$ cat src/rtl/pipeline_stall_controller_if.sv
// Control bundle between the RV32 pipeline and pipeline_stall_controller.
// master = controller side (drives stage controls), slave = pipeline side.
interface pipeline_stall_controller_if;
  logic LU_HAZ_SIG;
  logic BRANCH_TAKEN;
  logic D_MEM_BUSY;
  logic I_MEM_BUSY;
  logic PC_HOLD;
  logic IF_ID_HOLD;
  logic IF_ID_FLUSH;
  logic ID_EX_HOLD;
  logic ID_EX_BUBBLE;
  logic EX_MEM_HOLD;
  logic MEM_WB_BUBBLE;
  logic TIMEOUT_ERR;

  modport master (
    input  LU_HAZ_SIG, BRANCH_TAKEN, D_MEM_BUSY, I_MEM_BUSY,
    output PC_HOLD, IF_ID_HOLD, IF_ID_FLUSH, ID_EX_HOLD, ID_EX_BUBBLE,
           EX_MEM_HOLD, MEM_WB_BUBBLE, TIMEOUT_ERR
  );

  modport slave (
    output LU_HAZ_SIG, BRANCH_TAKEN, D_MEM_BUSY, I_MEM_BUSY,
    input  PC_HOLD, IF_ID_HOLD, IF_ID_FLUSH, ID_EX_HOLD, ID_EX_BUBBLE,
           EX_MEM_HOLD, MEM_WB_BUBBLE, TIMEOUT_ERR
  );
endinterface

$ cat src/rtl/pipeline_stall_controller.sv
// Per-stage hold/flush/bubble generation for the 5-stage RV32 pipeline.
// Define STALL_PERF_CNT_EN to add the LU/MEM/FLUSH performance counters.
module pipeline_stall_controller #(
  parameter int unsigned MEM_TIMEOUT = 64,
  parameter int unsigned CNT_WIDTH   = 8
) (
  input  logic CLK,
  input  logic RESET,
  pipeline_stall_controller_if.master ctrl_if
`ifdef STALL_PERF_CNT_EN
  ,
  output logic [31:0] LU_STALL_COUNT,
  output logic [31:0] MEM_STALL_COUNT,
  output logic [31:0] FLUSH_COUNT
`endif
);

  typedef enum logic [1:0] {
    RUN      = 2'd0,
    LU_STALL = 2'd1,
    MEM_WAIT = 2'd2
  } state_t;

  localparam logic [CNT_WIDTH-1:0] TIMEOUT_VAL = CNT_WIDTH'(MEM_TIMEOUT);

  state_t                r_state;
  state_t                w_next;
  logic [CNT_WIDTH-1:0]  r_cnt;
  logic [CNT_WIDTH-1:0]  w_cnt_next;
  logic                  r_timeout;

  logic w_lu_mask;
  logic w_lu_take;
  logic w_br_take;
  logic w_pc_hold;
  logic w_if_id_hold;
  logic w_if_id_flush;
  logic w_id_ex_hold;
  logic w_id_ex_bubble;
  logic w_ex_mem_hold;
  logic w_mem_wb_bubble;

  always_ff @(posedge CLK or posedge RESET) begin
    if (RESET) begin
      r_state   <= RUN;
      r_cnt     <= '0;
      r_timeout <= 1'b0;
    end else begin
      r_state <= w_next;
      r_cnt   <= w_cnt_next;
      if (ctrl_if.D_MEM_BUSY && (w_cnt_next >= TIMEOUT_VAL))
        r_timeout <= 1'b1;
    end
  end

  // MEM_WAIT with busy released falls through to the RUN rules in the same cycle.
  always_comb begin
    w_next          = RUN;
    w_cnt_next      = '0;
    w_lu_take       = 1'b0;
    w_br_take       = 1'b0;
    w_pc_hold       = 1'b0;
    w_if_id_hold    = 1'b0;
    w_if_id_flush   = 1'b0;
    w_id_ex_hold    = 1'b0;
    w_id_ex_bubble  = 1'b0;
    w_ex_mem_hold   = 1'b0;
    w_mem_wb_bubble = 1'b0;
    w_lu_mask       = (r_state == LU_STALL);

    if (ctrl_if.D_MEM_BUSY) begin
      w_next          = MEM_WAIT;
      w_pc_hold       = 1'b1;
      w_if_id_hold    = 1'b1;
      w_id_ex_hold    = 1'b1;
      w_ex_mem_hold   = 1'b1;
      w_mem_wb_bubble = 1'b1;
      case (r_state)
        MEM_WAIT: w_cnt_next = (r_cnt == '1) ? r_cnt : r_cnt + 1'b1;
        default:  w_cnt_next = CNT_WIDTH'(1);
      endcase
    end else if (ctrl_if.BRANCH_TAKEN) begin
      w_br_take      = 1'b1;
      w_if_id_flush  = 1'b1;
      w_id_ex_bubble = 1'b1;
    end else if (ctrl_if.LU_HAZ_SIG && !w_lu_mask) begin
      // I_MEM_BUSY needs no extra term here: the load-use stall already holds PC.
      w_next         = LU_STALL;
      w_lu_take      = 1'b1;
      w_pc_hold      = 1'b1;
      w_if_id_hold   = 1'b1;
      w_id_ex_bubble = 1'b1;
    end else if (ctrl_if.I_MEM_BUSY) begin
      w_pc_hold     = 1'b1;
      w_if_id_flush = 1'b1;
    end
  end

  assign ctrl_if.PC_HOLD       = w_pc_hold       & ~RESET;
  assign ctrl_if.IF_ID_HOLD    = w_if_id_hold    & ~RESET;
  assign ctrl_if.IF_ID_FLUSH   = w_if_id_flush   & ~RESET;
  assign ctrl_if.ID_EX_HOLD    = w_id_ex_hold    & ~RESET;
  assign ctrl_if.ID_EX_BUBBLE  = w_id_ex_bubble  & ~RESET;
  assign ctrl_if.EX_MEM_HOLD   = w_ex_mem_hold   & ~RESET;
  assign ctrl_if.MEM_WB_BUBBLE = w_mem_wb_bubble & ~RESET;
  assign ctrl_if.TIMEOUT_ERR   = r_timeout;

`ifdef STALL_PERF_CNT_EN
  logic [31:0] r_lu_stall_cnt;
  logic [31:0] r_mem_stall_cnt;
  logic [31:0] r_flush_cnt;

  always_ff @(posedge CLK or posedge RESET) begin
    if (RESET) begin
      r_lu_stall_cnt  <= '0;
      r_mem_stall_cnt <= '0;
      r_flush_cnt     <= '0;
    end else begin
      if (w_lu_take)          r_lu_stall_cnt  <= r_lu_stall_cnt + 32'd1;
      if (ctrl_if.D_MEM_BUSY) r_mem_stall_cnt <= r_mem_stall_cnt + 32'd1;
      if (w_br_take)          r_flush_cnt     <= r_flush_cnt + 32'd1;
    end
  end

  assign LU_STALL_COUNT  = r_lu_stall_cnt;
  assign MEM_STALL_COUNT = r_mem_stall_cnt;
  assign FLUSH_COUNT     = r_flush_cnt;
`endif

endmodule

$ cat src/flat_wrapper.sv
// flat-port wrapper written by rule: the top's interface ports become plain ports
module pipeline_stall_controller_flat 
#(
  parameter int unsigned MEM_TIMEOUT = 64,
  parameter int unsigned CNT_WIDTH   = 8
)
  (CLK, RESET, ctrl_if_LU_HAZ_SIG, ctrl_if_BRANCH_TAKEN, ctrl_if_D_MEM_BUSY, ctrl_if_I_MEM_BUSY, ctrl_if_PC_HOLD, ctrl_if_IF_ID_HOLD, ctrl_if_IF_ID_FLUSH, ctrl_if_ID_EX_HOLD, ctrl_if_ID_EX_BUBBLE, ctrl_if_EX_MEM_HOLD, ctrl_if_MEM_WB_BUBBLE, ctrl_if_TIMEOUT_ERR);
  pipeline_stall_controller_if ctrl_if_i ();
  input  logic CLK;
  input  logic RESET;
  input wire logic [$bits(ctrl_if_i.LU_HAZ_SIG)-1:0] ctrl_if_LU_HAZ_SIG;
  input wire logic [$bits(ctrl_if_i.BRANCH_TAKEN)-1:0] ctrl_if_BRANCH_TAKEN;
  input wire logic [$bits(ctrl_if_i.D_MEM_BUSY)-1:0] ctrl_if_D_MEM_BUSY;
  input wire logic [$bits(ctrl_if_i.I_MEM_BUSY)-1:0] ctrl_if_I_MEM_BUSY;
  output wire logic [$bits(ctrl_if_i.PC_HOLD)-1:0] ctrl_if_PC_HOLD;
  output wire logic [$bits(ctrl_if_i.IF_ID_HOLD)-1:0] ctrl_if_IF_ID_HOLD;
  output wire logic [$bits(ctrl_if_i.IF_ID_FLUSH)-1:0] ctrl_if_IF_ID_FLUSH;
  output wire logic [$bits(ctrl_if_i.ID_EX_HOLD)-1:0] ctrl_if_ID_EX_HOLD;
  output wire logic [$bits(ctrl_if_i.ID_EX_BUBBLE)-1:0] ctrl_if_ID_EX_BUBBLE;
  output wire logic [$bits(ctrl_if_i.EX_MEM_HOLD)-1:0] ctrl_if_EX_MEM_HOLD;
  output wire logic [$bits(ctrl_if_i.MEM_WB_BUBBLE)-1:0] ctrl_if_MEM_WB_BUBBLE;
  output wire logic [$bits(ctrl_if_i.TIMEOUT_ERR)-1:0] ctrl_if_TIMEOUT_ERR;
  assign ctrl_if_i.LU_HAZ_SIG = ctrl_if_LU_HAZ_SIG;
  assign ctrl_if_i.BRANCH_TAKEN = ctrl_if_BRANCH_TAKEN;
  assign ctrl_if_i.D_MEM_BUSY = ctrl_if_D_MEM_BUSY;
  assign ctrl_if_i.I_MEM_BUSY = ctrl_if_I_MEM_BUSY;
  assign ctrl_if_PC_HOLD = ctrl_if_i.PC_HOLD;
  assign ctrl_if_IF_ID_HOLD = ctrl_if_i.IF_ID_HOLD;
  assign ctrl_if_IF_ID_FLUSH = ctrl_if_i.IF_ID_FLUSH;
  assign ctrl_if_ID_EX_HOLD = ctrl_if_i.ID_EX_HOLD;
  assign ctrl_if_ID_EX_BUBBLE = ctrl_if_i.ID_EX_BUBBLE;
  assign ctrl_if_EX_MEM_HOLD = ctrl_if_i.EX_MEM_HOLD;
  assign ctrl_if_MEM_WB_BUBBLE = ctrl_if_i.MEM_WB_BUBBLE;
  assign ctrl_if_TIMEOUT_ERR = ctrl_if_i.TIMEOUT_ERR;
  pipeline_stall_controller #(.MEM_TIMEOUT(MEM_TIMEOUT), .CNT_WIDTH(CNT_WIDTH)) u_core (.CLK(CLK), .RESET(RESET), .ctrl_if(ctrl_if_i));
endmodule
$ cat config.mk
export PLATFORM = sky130hd
export DESIGN_NAME = pipeline_stall_controller_flat
export DESIGN_NICKNAME = d
export VERILOG_FILES = /design/src/rtl/pipeline_stall_controller_if.sv /design/src/rtl/pipeline_stall_controller.sv /design/src/flat_wrapper.sv
export SDC_FILE = /design/constraint.sdc
export NUM_CORES = 1
export LEC_CHECK = 0
export ABC_AREA = 1
export BUFFER_PORTS_ARGS = -buffer_cell sky130_fd_sc_hd__buf_2
export CAP_MARGIN = 20
export CORE_MARGIN = 10
export CORE_UTILIZATION = 50
export DETAILED_ROUTE_END_ITERATION = 8
export HOLD_SLACK_MARGIN = 0.05
export PLACE_DENSITY_LB_ADDON = 0.25
export SLEW_MARGIN = 25
export SYNTH_ARGS = -nofsm -noshare
export SYNTH_HDL_FRONTEND = slang
export SYNTH_SLANG_ARGS = --single-unit
$ cat constraint.sdc
create_clock -name CLK -period 3.4 [get_ports CLK]
set_input_delay 0.34 -clock CLK [delete_from_list [all_inputs] [get_ports CLK]]
set_output_delay 0.34 -clock CLK [all_outputs]
set_load 0.05 [all_outputs]
==> impl_metrics.sql, run 1 <==
INSERT INTO impl_metrics (metric_group, metric, value, unit) VALUES
('routing', 'detail_route.first_pass.iterations', '4', ''),
('grt', 'grt_pass1_vias', '549', ''),
('sta', 'worst_clock_skew', '0.000483', 'ns'),
('status', 'status', 'finished clean', ''),
('grt', 'global_route_wire_length_before_repair', '2300', 'um'),
('floorplan', 'die-area', '0.00316', 'mm2'),
('sta', 'timing.final.ws_setup', '1.63', 'ns'),
('floorplan', 'core', '0.00117', 'mm2'),
('setup_path', 'reg2regPathDepth', '8', ''),
('clock_tree', 'root_buffer', 'sky130_fd_sc_hd__clkbuf_4', ''),
('sta', 'timing_hold_violations_final', '0', ''),
('logic_synthesis', 'syn_nets', '93', ''),
('logic_synthesis', 'ys_ff_latch', '11', ''),
('clock_tree', 'cts_post_setup_buffers_inserted', '0', ''),
('place', 'place.detailed.hpwl', '1120', 'um'),
('final_layout', 'layout.nets', '109', ''),
('floorplan', 'initial_utilization', '55.9', '%'),
('logic_synthesis', 'synth_top_family_by_area', 'simple AND/OR/NAND/NOR gates', ''),
('final_layout', 'finish.utilization', '63.9', '%'),
('logic_synthesis', 'synth.distinct_cells', '21', ''),
('setup_path', 'worstPathMaxFanout', '3', ''),
('logic_synthesis', 'synth.mux.area_fraction', '0', '%'),
('place', 'post_placement_setup_slack', '1.73', 'ns'),
('clock_tree', 'clkSinkCount', '11', ''),
('floorplan', 'top_level_ports', '14', ''),
('floorplan', 'die_h', '56.2', 'um'),
('grt', 'groute.usage.overall', '8.68', '%'),
('sta', 'setup-violations-final', '0', ''),
('grt', 'grt_start_max_net_pins', '13', ''),
('logic_synthesis', 'syn-instance-count', '86', ''),
('grt', 'grt_antenna_before_repair', '0', ''),
('setup_path', 'crit_path_start_kind', 'flip-flop', ''),
('final_layout', 'most_common_library_cell_in_the_layout_ignoring_fill_and_taps', 'sky130_fd_sc_hd__nand2_1', ''),
('setup_path', 'worst_path_required', '3.06', 'ns'),
('grt', 'globalRouteOverflowTotal', '0', ''),
('final_layout', 'ff_latch_area', '275', 'um2'),
('place', 'port-buffer-count', '13', ''),
('logic_synthesis', 'syn_area', '654', 'um2'),
('pwr', 'vdd.ir_drop.worst', '236', 'uV'),
('floorplan', 'die-width', '56.2', 'um'),
('final_layout', 'areaGrowthSynthToFinish', '14.3', '%'),
('logic_synthesis', 'post_synth_xor_area_fraction', '0', '%'),
('sta', 'max-slew-margin-rel', '71.3', '%'),
('clock_tree', 'holdBufCountCts', '0', ''),
('setup_path', 'crit_arrival', '1.43', 'ns'),
('pwr', 'powerDensity', '355', 'mW/mm2'),
('logic_synthesis', 'synth_area_leaders', 'sky130_fd_sc_hd__dfrtp_1 (42%), sky130_fd_sc_hd__nand2_1 (8.6%), sky130_fd_sc_hd__inv_1 (8.0%), sky130_fd_sc_hd__nor2_1 (6.9%), sky130_fd_sc_hd__nor2_2 (4.8%)', ''),
('clock_tree', 'worst_path_clk_slew', '0.07', 'ns'),
('place', 'routabilityCongestion', '0.836', ''),
('sta', 'setup_repair_after_global_routing_missed_its_margin', 'no', ''),
('sta', 'part_of_the_cycle_the_worst_path_needs', '52.0', '%'),
('min_path', 'hold_path.class', 'in -> async', ''),
('pwr', 'total_power', '265', 'uW'),
('clock_tree', 'clock_tree.buffer_depth', '2', ''),
('clock_tree', 'cts.repair.resized', '0', ''),
('setup_path', 'worst_setup_path_end_kind', 'primary output', ''),
('final_layout', 'fillerInstances', '103', ''),
('pwr', 'leakage', '0.409', 'nW'),
('flow_run', 'max_cap_check_violation_count', '0', ''),
('logic_synthesis', 'complex_gate_fraction_of_the_synthesized_area', '12.4', '%'),
('routing', 'routedWlPerCell', '12.1', 'um'),
('sta', 'timing.fmax', '565', 'MHz'),
('routing', 'postRouteWirelength', '1390', 'um'),
('floorplan', 'placement_rows', '12', ''),
('final_layout', 'multi_input_area', '308', 'um2'),
('logic_synthesis', 'yosysWarningCount', '0', ''),
('clock_tree', 'clock_tree_from_tritoncts', 'built', ''),
('logic_synthesis', 'synthDominantCellAreaShare', '42.1', '%'),
('logic_synthesis', 'postSynthAreaPerCell', '7.61', 'um2'),
('sta', 'slew_viol_final', '0', ''),
('sta', 'worstMarginPinSlew', '0.431', 'ns');
-- flip-flops by register name, summed over array words and instances, names as in the netlist --
| name | cells |
|---|---|
| u_core.r_cnt | 8 |
| u_core.r_state | 2 |
| u_core.ctrl_if.TIMEOUT_ERR | 1 |
-- through the flow --
step / hold WS [ns] / cell area [um2] / instances
finish: 0.100 / 748 / 115
global route: 0.130 / 748 / 115
global placement: 0.380 / 722 / 111
CTS: 0.105 / 748 / 115
detailed placement: 0.390 / 722 / 111
floorplan: 0.201 / 654 / 86
-- cells in the mapped netlist --
| master | count |
|---|---|
| sky130_fd_sc_hd__nor3_1 | 1 |
| sky130_fd_sc_hd__nor2_4 | 1 |
| sky130_fd_sc_hd__nor2_2 | 5 |
| sky130_fd_sc_hd__o2111ai_1 | 1 |
| sky130_fd_sc_hd__buf_4 | 2 |
| sky130_fd_sc_hd__a31oi_1 | 2 |
| sky130_fd_sc_hd__nor2_1 | 12 |
| sky130_fd_sc_hd__ha_1 | 1 |
| sky130_fd_sc_hd__o211ai_1 | 1 |
| sky130_fd_sc_hd__a21boi_1 | 1 |
| sky130_fd_sc_hd__nand3b_1 | 1 |
| sky130_fd_sc_hd__inv_2 | 1 |
| sky130_fd_sc_hd__nand3_1 | 4 |
| sky130_fd_sc_hd__nand2_1 | 15 |
| sky130_fd_sc_hd__nand2_4 | 1 |
| sky130_fd_sc_hd__inv_1 | 14 |
| sky130_fd_sc_hd__dfrtp_1 | 11 |
| sky130_fd_sc_hd__nand2_2 | 1 |
| sky130_fd_sc_hd__a21oi_1 | 5 |
| sky130_fd_sc_hd__o21ai_1 | 4 |
| sky130_fd_sc_hd__nand3_2 | 2 |
-- path summary, 6_finish.rpt --
| kind | endpoint | slack, ns | startpoint |
|---|---|---|---|
| max reg2reg | u_core.ctrl_if.TIMEOUT_ERR | 2.07 | u_core.r_cnt[0] |
| min | u_core.r_state[0] | 0.10 | RESET |
| min reg2reg | u_core.ctrl_if.TIMEOUT_ERR | 0.48 | u_core.ctrl_if.TIMEOUT_ERR |
| max in group asynchronous | u_core.r_cnt[1] | 3.00 | RESET |
| min in group CLK | u_core.r_state[1] | 0.23 | ctrl_if_D_MEM_BUSY |
| max | ctrl_if_IF_ID_HOLD | 1.63 | u_core.r_state[0] |
-- worst max-delay path, stage by stage (launching register included) --
cell and delay, ns:
sky130_fd_sc_hd__dfrtp_1 0.39, sky130_fd_sc_hd__a21boi_1 0.23, sky130_fd_sc_hd__nand2_1 0.14, sky130_fd_sc_hd__a21oi_1 0.13, sky130_fd_sc_hd__buf_2 0.28
-- power breakdown --
part	leakage (nW)	internal, mW	switching (mW)	total, mW
registers	0.149	0.133	0.00250	0.136
logic	0.246	0.0106	0.0326	0.0431
clock network	0.0150	0.0453	0.0410	0.0863
-- final cells by class --
cell class	count	share of cell area, %
Sequential cell	11	36.8
Multi-Input combinational cell	58	41.1
Tap cell	14	2.34
Timing Repair Buffer	13	8.70
Inverter	15	7.53
Clock buffer	4	3.51
-- logic make-up after synthesis --
| group | count (synthesis) |
|---|---|
| AO/OA/AOI/OAI | 14 |
| AND/OR/NAND/NOR | 43 |
| flip-flops | 11 |
| adder cells (fa/ha/maj) | 1 |
| buffers and inverters | 17 |
-- per-layer routing --
| layer | track usage (%) | vias up | share of wire (%) |
|---|---|---|---|
| met5 | 0 | - | 0 |
| met4 | 3.41 | 0 | 0 |
| met3 | 1.37 | 0 | 5.8 |
| met2 | 14.5 | 19 | 52 |
| met1 | 10.6 | 264 | 42 |
| li1 | - | 299 | - |
Power figures use the tool's default switching activity.
==> run 2: changes to the inputs <==
- clock period: 3.4 -> 1.7 ns (I/O delays scaled with it)
==> run 2 against run 1 <==
Die area unchanged. Clock power rose by 110%. Global-route usage increased by 0.67 points. Sequential power up 99%. Cell area is 4.7% higher. Critical path type unchanged. Largest cell class unchanged.
==> impl_metrics.sql, run 2 (synthesized netlist as in run 1, its figures left out) <==
INSERT INTO impl_metrics (metric_group, metric, value, unit) VALUES
('setup_path', 'r2r_start', 'u_core.r_cnt[0]', ''),
('routing', 'ant_nets', '0', ''),
('sta', 'worst_clock_skew', '0.000725', 'ns'),
('clock_tree', 'clkSinkCount', '11', ''),
('sta', 'max-slew-margin-rel', '82.9', '%'),
('final_layout', 'final_design_area_no_fill', '783', 'um2'),
('final_layout', 'largest_reg_flops', '8', ''),
('floorplan', 'placement_rows', '12', ''),
('grt', 'globalRouteOverflowTotal', '0', ''),
('setup_path', 'path_delay_family', 'flip-flops', ''),
('setup_path', 'critical_path.n_buffers_inverters', '1', ''),
('routing', 'detail_route.first_pass.iterations', '4', ''),
('floorplan', 'die-width', '56.2', 'um'),
('grt', 'grt_start_max_net_pins', '12', ''),
('setup_path', 'crit_path_start_kind', 'flip-flop', ''),
('routing', 'met3_wirelength', '45', 'um'),
('routing', 'postRouteWirelength', '1390', 'um'),
('grt', 'groute.usage.overall', '9.35', '%'),
('pwr', 'total_power', '543', 'uW'),
('setup_path', 'worstPathMaxFanout', '3', ''),
('clock_tree', 'root_buffer', 'sky130_fd_sc_hd__clkbuf_4', ''),
('setup_path', 'critical_path.reg2reg.endpoint', 'u_core.r_cnt[1]', ''),
('final_layout', 'final_cell_mix', 'sky130_fd_sc_hd__nand2_1 (15), sky130_fd_sc_hd__inv_1 (14), sky130_fd_sc_hd__nor2_1 (12)', ''),
('final_layout', 'finish.utilization', '66.9', '%'),
('sta', 'post-route-min-period', '1.62', 'ns'),
('setup_path', 'crit_path_category', 'reg -> out', ''),
('sta', 'timing_hold_violations_final', '0', ''),
('clock_tree', 'cts_buffers', '3', ''),
('floorplan', 'initial_utilization', '55.9', '%'),
('routing', 'first_iter_violations', '9', ''),
('sta', 'setup-violations-final', '0', ''),
('setup_path', 'cp-startpoint', 'u_core.r_state[0]', ''),
('final_layout', 'areaGrowthSynthToFinish', '19.7', '%'),
('pwr', 'leakage', '0.422', 'nW'),
('place', 'port-buffer-count', '13', ''),
('final_layout', 'largest-register', 'u_core.r_cnt', ''),
('clock_tree', 'worst_path_clk_slew', '0.07', 'ns'),
('setup_path', 'crit_arrival', '1.45', 'ns'),
('sta', 'timing.fmax', '617', 'MHz'),
('pwr', 'powerDensity', '694', 'mW/mm2'),
('grt', 'grt_antenna_before_repair', '0', ''),
('place', 'place.detailed.hpwl', '1110', 'um'),
('clock_tree', 'clock_tree.buffer_depth', '2', ''),
('floorplan', 'core', '0.00117', 'mm2'),
('place', 'placed_cell_area', '729', 'um2'),
('setup_path', 'cpMaxStageDelayCell', 'sky130_fd_sc_hd__dfrtp_1', ''),
('routing', 'top_signal_layer_used', 'met4', ''),
('routing', 'wl_met2', '689', 'um'),
('min_path', 'hold_path.class', 'in -> reg', ''),
('routing', 'routed-via-count', '582', ''),
('routing', 'route.detailed.vias_per_inst', '4.93', ''),
('clock_tree', 'htree_levels', '1', ''),
('setup_path', 'worst_path_required', '1.53', 'ns'),
('final_layout', 'final_layout_size_suffix_gt1_share', '26.9', '%'),
('final_layout', 'fillerInstances', '103', ''),
('sta', 'worstMarginPinSlew', '0.256', 'ns'),
('floorplan', 'die-area', '0.00316', 'mm2'),
('setup_path', 'critical-path-max-stage-delay', '0.40', 'ns'),
('routing', 'route.layer.met1.wl', '636', 'um'),
('status', 'status', 'finished clean', ''),
('setup_path', 'worst-r2r-setup-slack', '0.38', 'ns'),
('final_layout', 'layout.nets', '112', ''),
('floorplan', 'top_level_ports', '14', ''),
('routing', 'routedWlPerCell', '11.8', 'um'),
('clock_tree', 'clock_tree_from_tritoncts', 'built', ''),
('setup_path', 'reg2regPathDepth', '6', ''),
('floorplan', 'die_h', '56.2', 'um'),
('flow_run', 'max_cap_check_violation_count', '0', ''),
('setup_path', 'worst_setup_path_end_kind', 'primary output', ''),
('clock_tree', 'clock_latency', '0.27', 'ns'),
('sta', 'slew_viol_final', '0', ''),
('clock_tree', 'cts_post_setup_buffers_inserted', '0', ''),
('setup_path', 'crit_path_cell_trace', 'a21boi_1, nand2_1, a21oi_1, clkbuf_4', ''),
('place', 'routabilityCongestion', '0.853', ''),
('routing', 'drc', '0', ''),
('final_layout', 'most_common_library_cell_in_the_layout_ignoring_fill_and_taps', 'sky130_fd_sc_hd__nand2_1', ''),
('grt', 'grt_pass1_vias', '553', ''),
('setup_path', 'cp.depth', '4', ''),
('final_layout', 'antenna_cells_inserted', '0', ''),
('setup_path', 'setup.worst_path.end', 'ctrl_if_IF_ID_HOLD', ''),
('pwr', 'vdd.ir_drop.worst', '389', 'uV'),
('sta', 'part_of_the_cycle_the_worst_path_needs', '95.4', '%'),
('grt', 'global_route_wire_length_before_repair', '2460', 'um');
[run 2: how the worst min path moves through the flow]
stage                         startpoint                          to  slack (ns)  cells past startpoint
CTS                 ctrl_if_BRANCH_TAKEN           u_core.r_state[0]        0.22                      4
global route        ctrl_if_BRANCH_TAKEN           u_core.r_state[0]        0.26                      4
detailed placement                 RESET             u_core.r_cnt[3]        0.24                      3
finish              ctrl_if_BRANCH_TAKEN           u_core.r_state[0]        0.24                      4
global placement                   RESET             u_core.r_cnt[4]        0.23                      3
floorplan                          RESET  u_core.ctrl_if.TIMEOUT_ERR        0.03                      1
[run 2: per-layer routing]
metal | GRT usage [%] | vias to the layer above
met3 | 3.42 | 4
met4 | 3.07 | 0
li1 | - | 308
met2 | 16.2 | 9
met5 | 0 | -
met1 | 10.1 | 261
[run 2: what timing repair did]
action	4_1_cts	5_1_grt
endpoints found under the hold margin	12	0
setup endpoints to repair	0	3
hold buffers	2	0
resized for setup	0	3
[run 2: per-stage QoR]
| step | std cells | setup WS (ns) | hold slack [ns] | TNS (ns) |
|---|---|---|---|---|
| 2_1_floorplan | 86 | 0.0706 | 0.0308 | 0 |
| 3_3_place_gp | 112 | 0.426 | 0.231 | 0 |
| 3_5_place_dp | 112 | 0.403 | 0.236 | 0 |
| 4_1_cts | 118 | 0.0496 | 0.224 | 0 |
| 5_1_grt | 118 | -0.0184 | 0.265 | -0.0184 |
| 6_report | 118 | 0.0780 | 0.235 | 0 |
[run 2: where the power goes]
part	internal, mW	leakage (nW)	switching, mW
registers	0.267	0.149	0.00470
clock network	0.0909	0.0150	0.0877
logic	0.0273	0.259	0.0661
total	0.385	0.422	0.159
[run 2: worst reg2reg max path: stages, from the launching register on]
cell and delay (ns):
sky130_fd_sc_hd__dfrtp_1 0.42, sky130_fd_sc_hd__ha_1 0.21, sky130_fd_sc_hd__nand2_2 0.09, sky130_fd_sc_hd__nor2_4 0.20
sky130_fd_sc_hd__nand2_4 0.10, sky130_fd_sc_hd__o21ai_1 0.15, sky130_fd_sc_hd__nor2_1 0.05
[run 2: area by class of cell]
type,instances,area (um2),share of cell area (%)
tap,14,17.5,2.24
timing repair buffer,16,100,12.8
inverter,15,56.3,7.19
sequential,11,275,35.1
multi-input combinational,58,308,39.3
clock buffer,4,26.3,3.35
==> run 3: changes to the inputs <==
- CORE_UTILIZATION: 50 -> 25
==> run 3 against run 2 <==
Combinational power about the same. Sequential share of layout area decreased by 0.93 points. Critical path depth is 2 higher. Core utilization is 34 points lower. Die area is 60% higher. First-iteration DRC count rose to 3.2 times the previous value. Maximum frequency rose by 1.6%. Flip-flop and latch count unchanged. Setup slack better by 0.025 ns. Sequential power is essentially flat. Critical endpoint is now ctrl_if_IF_ID_FLUSH.
==> impl_metrics.sql, run 3 (synthesized netlist as in run 1, its figures left out) <==
INSERT INTO impl_metrics (metric_group, metric, value, unit) VALUES
('floorplan', 'core', '0.00248', 'mm2'),
('floorplan', 'die-area', '0.00506', 'mm2'),
('status', 'status', 'finished clean', ''),
('final_layout', 'antenna_cells_inserted', '0', ''),
('grt', 'grt_start_max_net_pins', '12', ''),
('setup_path', 'reg2regPathDepth', '6', ''),
('routing', 'first_iter_violations', '29', ''),
('routing', 'route.detailed.vias_per_inst', '4.24', ''),
('floorplan', 'placement_rows', '18', ''),
('routing', 'ant_nets', '0', ''),
('sta', 'setup_repair_after_global_routing_missed_its_margin', 'no', ''),
('pwr', 'leakage', '0.423', 'nW'),
('grt', 'globalRouteOverflowTotal', '0', ''),
('clock_tree', 'worst_path_clk_slew', '0.07', 'ns'),
('routing', 'drc', '0', ''),
('sta', 'fin_setup_tns', '0', 'ns'),
('grt', 'grt_pass1_vias', '614', ''),
('min_path', 'hold_depth', '4', ''),
('routing', 'routed-via-count', '568', ''),
('routing', 'routedWlPerCell', '9.68', 'um'),
('clock_tree', 'clkSinkCount', '11', ''),
('setup_path', 'worst_path_required', '1.53', 'ns'),
('grt', 'grt_busiest_layer', 'met2', ''),
('sta', 'timing.fmax', '626', 'MHz'),
('floorplan', 'initial_utilization', '26.4', '%'),
('final_layout', 'areaGrowthSynthToFinish', '22.9', '%'),
('routing', 'postRouteWirelength', '1300', 'um'),
('place', 'routabilityCongestion', '0.820', ''),
('grt', 'groute.usage.overall', '5.71', '%'),
('grt', 'grt_use_met3', '3.63', '%'),
('grt', 'grt_antenna_before_repair', '0', ''),
('place', 'port-buffer-count', '13', ''),
('sta', 'timing_hold_violations_final', '0', ''),
('flow_run', 'max_cap_check_violation_count', '0', ''),
('clock_tree', 'clock_latency', '0.26', 'ns'),
('sta', 'worst_clock_skew', '0.00150', 'ns'),
('final_layout', 'largest-register', 'u_core.r_cnt', ''),
('routing', 'detail_route.first_pass.iterations', '2', ''),
('final_layout', 'most_common_library_cell_in_the_layout_ignoring_fill_and_taps', 'sky130_fd_sc_hd__nand2_1', ''),
('clock_tree', 'cts_buffers', '3', ''),
('sta', 'post-route-min-period', '1.60', 'ns'),
('final_layout', 'largest_reg_flops', '8', ''),
('grt', 'grt_util_met2', '9.02', '%'),
('place', 'placed_cell_area', '749', 'um2'),
('floorplan', 'die_h', '71.2', 'um'),
('min_path', 'hold_path.class', 'in -> reg', ''),
('sta', 'part_of_the_cycle_the_worst_path_needs', '93.9', '%'),
('final_layout', 'layout.nets', '112', ''),
('clock_tree', 'htree_levels', '1', ''),
('clock_tree', 'clock_tree.buffer_depth', '2', ''),
('final_layout', 'final_cell_count_no_fill', '134', ''),
('setup_path', 'worst_setup_path_end_kind', 'primary output', ''),
('final_layout', 'finish.utilization', '32.5', '%'),
('grt', 'global_route_wire_length_before_repair', '2460', 'um'),
('place', 'number_of_cells_after_detailed_placement', '128', ''),
('pwr', 'total_power', '540', 'uW'),
('pwr', 'powerDensity', '671', 'mW/mm2'),
('sta', 'slew_viol_final', '0', ''),
('sta', 'worstMarginPinSlew', '0.258', 'ns'),
('final_layout', 'final_cell_mix', 'sky130_fd_sc_hd__nand2_1 (15), sky130_fd_sc_hd__inv_1 (14), sky130_fd_sc_hd__nor2_1 (12)', ''),
('floorplan', 'die-width', '71.2', 'um'),
('place', 'place.detailed.hpwl', '1060', 'um'),
('clock_tree', 'clock_tree_from_tritoncts', 'built', ''),
('sta', 'setup-violations-final', '0', ''),
('final_layout', 'final_design_area_no_fill', '805', 'um2'),
('floorplan', 'top_level_ports', '14', ''),
('setup_path', 'crit_path_start_kind', 'input pin', ''),
('setup_path', 'crit_arrival', '1.43', 'ns'),
('clock_tree', 'root_buffer', 'sky130_fd_sc_hd__clkbuf_4', ''),
('setup_path', 'crit_path_category', 'in -> out', ''),
('final_layout', 'final_layout_size_suffix_gt1_share', '27.9', '%'),
('grt', 'grt.met1_usage', '6.30', '%'),
('sta', 'max-slew-margin-rel', '82.9', '%'),
('pwr', 'vdd.ir_drop.worst', '484', 'uV'),
('setup_path', 'worstPathMaxFanout', '6', '');
[run 3: changes by cell type in the layout (fill, tap and decap cells not counted), sizes merged]
cell,before,now
clkbuf,7,6
buf,11,12
[run 3: repair_timing]
action	CTS	global route
hold buffers	2	0
endpoints found under the hold margin	12	0
setup endpoints to repair	0	2
buffers inserted	0	0
resized for setup	0	3
[run 3: path summary, 6_finish.rpt]
check | start | end | slack, ns
setup / recovery | ctrl_if_D_MEM_BUSY | ctrl_if_IF_ID_FLUSH | 0.10
hold / removal | ctrl_if_BRANCH_TAKEN | u_core.r_state[0] | 0.24
setup reg to reg | u_core.r_cnt[0] | u_core.r_cnt[1] | 0.44
hold reg to reg | u_core.ctrl_if.TIMEOUT_ERR | u_core.ctrl_if.TIMEOUT_ERR | 0.46
max in group asynchronous | RESET | u_core.r_cnt[7] | 1.06
min in group asynchronous | RESET | u_core.r_cnt[2] | 0.49
[run 3: through the flow]
stage | hold slack (ns) | worst slack (ns)
floorplan | 0.0308 | 0.0706
global placement | 0.228 | 0.385
detailed placement | 0.233 | 0.369
CTS | 0.231 | 0.0651
global route | 0.300 | 0.0286
finish | 0.244 | 0.103
[run 3: power breakdown]
group	switching, mW	internal [mW]	total [mW]
logic	0.0661	0.0271	0.0932
registers	0.00447	0.267	0.271
clock network	0.0850	0.0907	0.176
[run 3: metal layers]
layer | vias up | part of all wire, %
li1 | 305 | -
met1 | 248 | 47
met2 | 15 | 44
met3 | 0 | 8.6
met4 | 0 | 0
met5 | - | 0
[run 3: cell type report]
class                           count  area, um2
Sequential cell                    11        275
Fill cell                         279       1670
Timing Repair Buffer               16       97.6
Tap cell                           30       37.5
Inverter                           15       56.3
Multi-Input combinational cell     58        312
Clock buffer                        4       26.3
[run 3: critical path, stage by stage]
cell and delay, ns:
sky130_fd_sc_hd__dlygate4sd3_1 0.53, sky130_fd_sc_hd__buf_2 0.14, sky130_fd_sc_hd__inv_1 0.14, sky130_fd_sc_hd__o2111ai_1 0.13
sky130_fd_sc_hd__inv_1 0.06, sky130_fd_sc_hd__buf_2 0.25
